===== config.mk =====
export PLATFORM = sky130hd
export DESIGN_NAME = mem_stage_access
export DESIGN_NICKNAME = d
export VERILOG_FILES = /design/src/rtl/mem_stage_access.sv
export SDC_FILE = /design/constraint.sdc
export NUM_CORES = 1
export LEC_CHECK = 0
export ABC_AREA = 1
export CAP_MARGIN = 20
export CORE_AREA = 2 2 286 288
export CTS_BUF_LIST = sky130_fd_sc_hd__clkbuf_4 sky130_fd_sc_hd__clkbuf_8
export CTS_CLUSTER_DIAMETER = 30
export DETAILED_ROUTE_END_ITERATION = 6
export DIE_AREA = 0 0 288 290
export PLACE_DENSITY = 0.47
export SETUP_SLACK_MARGIN = 0.05
export SYNTH_ARGS = -nofsm -noshare
export SYNTH_HDL_FRONTEND = slang
export SYNTH_SLANG_ARGS = --single-unit

===== constraint.sdc =====
create_clock -name clk -period 2.1 [get_ports clk]
set_clock_uncertainty 0.05 [all_clocks]
set_input_delay 0.525 -clock clk [delete_from_list [all_inputs] [get_ports clk]]
set_output_delay 0.525 -clock clk [all_outputs]
set_load 0.01 [all_outputs]

===== src/rtl/mem_stage_access.sv =====
// Memory-stage access controller: dmem req/ack handshake, upstream stall, branch/jal redirect, MEM/WB register.
// Optional access timeout is built when MEM_TIMEOUT_EN is defined.
//
// state  | meaning
// IDLE   | no access pending; non-memory ops flow straight to MEM/WB
// ACCESS | request held on dmem until ack (or timeout)
// DONE   | access finished; MEM/WB loads the instruction, EX/MEM advances
module mem_stage_access #(
  parameter int TIMEOUT = 16
) (
  input  logic        clk,
  input  logic        reset,
  input  logic        EXMEM_Branch,
  input  logic        EXMEM_MemRead,
  input  logic        EXMEM_MemWrite,
  input  logic        EXMEM_MemtoReg,
  input  logic        EXMEM_RegWrite,
  input  logic        EXMEM_Jal,
  input  logic        EXMEM_Zero,
  input  logic [4:0]  EXMEM_RD,
  input  logic [63:0] EXMEM_Adder2Out,
  input  logic [63:0] EXMEM_Result,
  input  logic [63:0] EXMEM_WriteData,
  input  logic [63:0] EXMEM_adder_out1,
  output logic        dmem_req,
  output logic        dmem_we,
  output logic [63:0] dmem_addr,
  output logic [63:0] dmem_wdata,
  input  logic        dmem_ack,
  input  logic [63:0] dmem_rdata,
  output logic        mem_stall,
  output logic        PCSrc,
  output logic [63:0] Branch_Target,
  output logic        MEMWB_RegWrite,
  output logic        MEMWB_MemtoReg,
  output logic        MEMWB_Jal,
  output logic [4:0]  MEMWB_RD,
  output logic [63:0] MEMWB_ReadData,
  output logic [63:0] MEMWB_Result,
  output logic [63:0] MEMWB_adder_out1,
  output logic        timeout_err
);

  typedef enum logic [1:0] {IDLE, ACCESS, DONE} state_t;

  state_t      state, state_nxt;
  logic        memop;
  logic        abort;
  logic        timed_out;
  logic        wb_load;
  logic [63:0] wb_rdata_nxt;
  logic [63:0] addr_q, wdata_q, rdata_q;
  logic        we_q;

  assign memop         = EXMEM_MemRead | EXMEM_MemWrite;
  assign dmem_req      = (state == ACCESS);
  assign dmem_we       = we_q;
  assign dmem_addr     = addr_q;
  assign dmem_wdata    = wdata_q;
  assign mem_stall     = (state == ACCESS) | ((state == IDLE) & memop);
  assign PCSrc         = (EXMEM_Branch & EXMEM_Zero) | EXMEM_Jal;
  assign Branch_Target = EXMEM_Adder2Out;

`ifdef MEM_TIMEOUT_EN
  localparam int CW = (TIMEOUT > 1) ? $clog2(TIMEOUT + 1) : 1;

  logic [CW-1:0] to_cnt;
  logic          to_hit;
  logic          to_done_q;
  logic          to_err_q;

  // an ack arriving on the limit cycle takes priority over the abort
  assign to_hit      = (state == ACCESS) && !dmem_ack && (to_cnt == CW'(TIMEOUT - 1));
  assign abort       = to_hit;
  assign timed_out   = to_done_q;
  assign timeout_err = to_err_q;

  always_ff @(posedge clk or negedge reset) begin
    if (!reset) begin
      to_cnt    <= '0;
      to_done_q <= 1'b0;
      to_err_q  <= 1'b0;
    end else begin
      if (state == IDLE && memop)
        to_cnt <= '0;
      else if (state == ACCESS && !dmem_ack)
        to_cnt <= to_cnt + 1'b1;
      if (state == ACCESS)
        to_done_q <= to_hit;
      if (to_hit)
        to_err_q <= 1'b1;
    end
  end
`else
  assign abort       = 1'b0;
  assign timed_out   = 1'b0;
  assign timeout_err = 1'b0;
`endif

  always_ff @(posedge clk or negedge reset) begin
    if (!reset) state <= IDLE;
    else        state <= state_nxt;
  end

  always_comb begin
    state_nxt = state;
    case (state)
      IDLE:    if (memop) state_nxt = ACCESS;
      ACCESS:  if (dmem_ack || abort) state_nxt = DONE;
      DONE:    state_nxt = IDLE;
      default: state_nxt = IDLE;
    endcase
  end

  always_comb begin
    wb_load      = ((state == IDLE) && !memop) || ((state == DONE) && !timed_out);
    wb_rdata_nxt = (state == DONE) ? rdata_q : 64'd0;
  end

  always_ff @(posedge clk or negedge reset) begin
    if (!reset) begin
      addr_q  <= '0;
      wdata_q <= '0;
      we_q    <= 1'b0;
      rdata_q <= '0;
    end else begin
      if (state == IDLE && memop) begin
        addr_q  <= EXMEM_Result;
        wdata_q <= EXMEM_WriteData;
        we_q    <= EXMEM_MemWrite;
      end
      // stores report zero read data
      if (state == ACCESS && dmem_ack)
        rdata_q <= we_q ? 64'd0 : dmem_rdata;
    end
  end

  always_ff @(posedge clk or negedge reset) begin
    if (!reset) begin
      MEMWB_RegWrite   <= 1'b0;
      MEMWB_MemtoReg   <= 1'b0;
      MEMWB_Jal        <= 1'b0;
      MEMWB_RD         <= '0;
      MEMWB_ReadData   <= '0;
      MEMWB_Result     <= '0;
      MEMWB_adder_out1 <= '0;
    end else if (wb_load) begin
      MEMWB_RegWrite   <= EXMEM_RegWrite;
      MEMWB_MemtoReg   <= EXMEM_MemtoReg;
      MEMWB_Jal        <= EXMEM_Jal;
      MEMWB_RD         <= EXMEM_RD;
      MEMWB_ReadData   <= wb_rdata_nxt;
      MEMWB_Result     <= EXMEM_Result;
      MEMWB_adder_out1 <= EXMEM_adder_out1;
    end else begin
      MEMWB_RegWrite   <= 1'b0;
      MEMWB_MemtoReg   <= 1'b0;
      MEMWB_Jal        <= 1'b0;
      MEMWB_RD         <= '0;
      MEMWB_ReadData   <= '0;
      MEMWB_Result     <= '0;
      MEMWB_adder_out1 <= '0;
    end
  end

endmodule


==> flow_metrics.env <==
export IMPL_viasPerCell=3.70
export IMPL_max_stage_delay_ps=380
export IMPL_worst_slack_ps=61.6
export IMPL_die_area_sq_um=83500
export IMPL_critPathArrivalTime_ps=1460
export IMPL_grt_max_degree=88
export IMPL_die_w_um=288
export IMPL_synthXorXnorAreaFrac_pct=0
export IMPL_drive_gt1_share_pct=12.2
export IMPL_synth_fp_nets=1876
export IMPL_path_cells="inv_2 > buf_6 > o21ai_2 > nand2_1 > buf_2"
export IMPL_post_synth_num_cell_types=16
export IMPL_status="finished clean"
export IMPL_cts_buffers=108
export IMPL_drc=0
export IMPL_coreArea_sq_um=80200
export IMPL_maxCapViolCount=0
export IMPL_firstDrtPassIters=4
export IMPL_grt_usage_pct=12.8
export IMPL_die_h_um=290
export IMPL_synthAdderAreaFrac_pct=0
export IMPL_finalWirelength_um=54500
export IMPL_cp_max_fo=2
export IMPL_portBuffers=602
export IMPL_grt_pass1_wl_um=81500
export IMPL_crit_family="flip-flops"
export IMPL_ys_ff_latch=395
export IMPL_ir_drop_mv=0.710
export IMPL_avgSynthCellArea_sq_um=9.58
export IMPL_hpwl_um=39400
export IMPL_synthMuxAreaShare_pct=0
export IMPL_path_buf_inv=3
export IMPL_synth_top_family_by_area="simple AND/OR/NAND/NOR gates"
export IMPL_place_gp_congestion=0.809
export IMPL_cts_root_buf="clkbuf_8"
export IMPL_area_delta_synth_final_pct=64.5
export IMPL_synth_compound_area_share_pct=2.26
export IMPL_slew_viol_final=0
export IMPL_critPathKind="reg2out"
export IMPL_netlist_area_sq_um=14800
export IMPL_period_share_pct=97.1
export IMPL_cts_max_level=3
export IMPL_cts_path_max_buffers=3
export IMPL_post_route_util_pct=30.3
export IMPL_clk_insertion_delay_late_ps=690
export IMPL_nets=2501
export IMPL_cp_slowest_cell="dfrtp_1"
export IMPL_drt_initial_drc_count=501
export IMPL_num_rows=104
export IMPL_wl_per_cell_um=16.4
export IMPL_cp_required_ps=1520
export IMPL_num_vias=12300
export IMPL_finalSetupViolCount=0
export IMPL_min_path_type="in2async"
export IMPL_max_freq_mhz=491
export IMPL_ant_nets=0
export IMPL_power_mw=32.5
export IMPL_grt_pass1_vias=13200
export IMPL_synth_simple_area_share_pct=19.6
export IMPL_path_clk_slew_ps=60
export IMPL_overflow=0
export IMPL_fin_crit_ps=2040
export IMPL_rsz0062_at_grt="true"
export IMPL_power_density_nw_per_um2=1340
export IMPL_yosys_warnings=0
export IMPL_pre_cts_slack_ps=-198
export IMPL_yosysSeqAreaShare_pct=67.0
export IMPL_start_kind="flip-flop"
export IMPL_clkSinkCount=395
export IMPL_crit_path_end_kind="output pin"
export IMPL_cts_tree="yes"
export IMPL_hold_viol=0
export IMPL_leakage_nw=13.0
export IMPL_antenna_found_initial=6
export IMPL_io_pins=732
export IMPL_initial_core_util_pct=18.4
export IMPL_synth_cells=1541
[per-layer routing]
metal,GRT usage [%],share of wire [%]
met2,22.7,51
met4,6.77,4.4
met3,4.72,8.8
met5,0,0.050
met1,13.1,36
[cell usage in the layout (no fill, tap or decap), types with 2 or more instances in the layout]
master	synthesis	layout
buf_4	65	37
clkdlybuf4s15_1	0	23
nand2_2	1	2
clkbuf_8	0	123
o21ai_0	64	64
inv_12	0	2
clkdlybuf4s50_1	0	269
clkinvlp_4	0	15
buf_6	0	2
clkbuf_4	0	15
diode_2	0	6
inv_8	0	2
dfrtp_1	395	395
nand3_1	129	128
buf_2	61	2
nand2_4	0	3
inv_1	205	204
bufinv_16	0	17
clkinv_4	0	4
nor2_1	200	200
buf_12	0	22
dlygate4sd2_1	0	304
clkinv_2	0	20
inv_2	2	3
nand2_1	394	390
[final timing paths]
kind | startpoint | endpoint | slack (ps) | cells past startpoint
min in group clk | EXMEM_adder_out1[37] | MEMWB_adder_out1[37]$_DFF_PN0_ | 310 | 3
setup / recovery | state[1]$_DFFE_PN0P_ | mem_stall | 60 | 5
hold / removal | reset | rdata_q[43]$_DFFE_PN0P_ | 260 | 2
max in group asynchronous | reset | dmem_addr[19]$_DFFE_PN0P_ | 950 | 4
hold reg to reg | dmem_addr[43]$_DFFE_PN0P_ | dmem_addr[43]$_DFFE_PN0P_ | 410 | 2
setup reg to reg | state[1]$_DFFE_PN0P_ | MEMWB_adder_out1[62]$_DFF_PN0_ | 430 | 9
[timing repair]
action                                  4_1_cts  5_1_grt
endpoints found under the setup margin      331       13
hold buffers                                  1        0
endpoints found under the hold margin       132        0
gates cloned                                  0        0
buffers inserted                              2        1
resized for setup                           358       12
[layout make-up]
| cell class | instances | area [sq um] |
|---|---|---|
| Multi-Input combinational cell | 792 | 3270 |
| Sequential cell | 395 | 9880 |
| Fill cell | 8521 | 55900 |
| Tap cell | 1060 | 1330 |
| Timing Repair Buffer | 662 | 6370 |
| Clock inverter | 61 | 830 |
| Antenna cell | 6 | 15.0 |
| Inverter | 207 | 777 |
| Clock buffer | 138 | 1810 |
[synthesized netlist by cell type]
cell / n / area, sq um
inv_2: 2 / 7.51
buf_2: 61 / 305
clkbuf_1: 12 / 45.0
nor2_1: 200 / 751
buf_4: 65 / 488
nand3_1: 129 / 646
inv_1: 205 / 769
o21ai_1: 1 / 5.00
conb_1: 1 / 3.75
buf_1: 9 / 33.8
o21ai_2: 1 / 8.76
nand2_1: 394 / 1480
nor2_2: 1 / 6.26
nand2_2: 1 / 6.26
dfrtp_1: 395 / 9880
o21ai_0: 64 / 320
[through the flow]
step | setup TNS, ps | std cells | hold WS (ps) | cell area (sq um)
floorplan | 0 | 1541 | 179 | 14800
global placement | -389 | 3112 | 353 | 22000
detailed placement | -1100 | 3112 | 356 | 22000
CTS | -63.4 | 3314 | 167 | 24200
global route | -77.3 | 3320 | 187 | 24300
finish | 0 | 3321 | 257 | 24300
[sequential cells by signal, indices dropped and copies added (netlist names)]
name              flops
dmem_wdata           64
MEMWB_RegWrite        1
MEMWB_MemtoReg        1
MEMWB_adder_out1     64
MEMWB_RD              5
rdata_q              64
dmem_we               1
state                 2
MEMWB_Jal             1
MEMWB_ReadData       64
dmem_addr            64
MEMWB_Result         64
[power by group]
| part | internal [mW] | switching, mW |
|---|---|---|
| clock network | 7.81 | 4.20 |
| logic | 3.94 | 5.60 |
| registers | 9.90 | 1.02 |
| total | 21.6 | 10.8 |
[cells by family after synthesis]
logic type | count (synthesis)
and+or+nand+nor | 725
DFF | 395
buffers and inverters | 354
other | 1
AOI/OAI and AO/OA | 66
(Power assumes the default switching activity.)
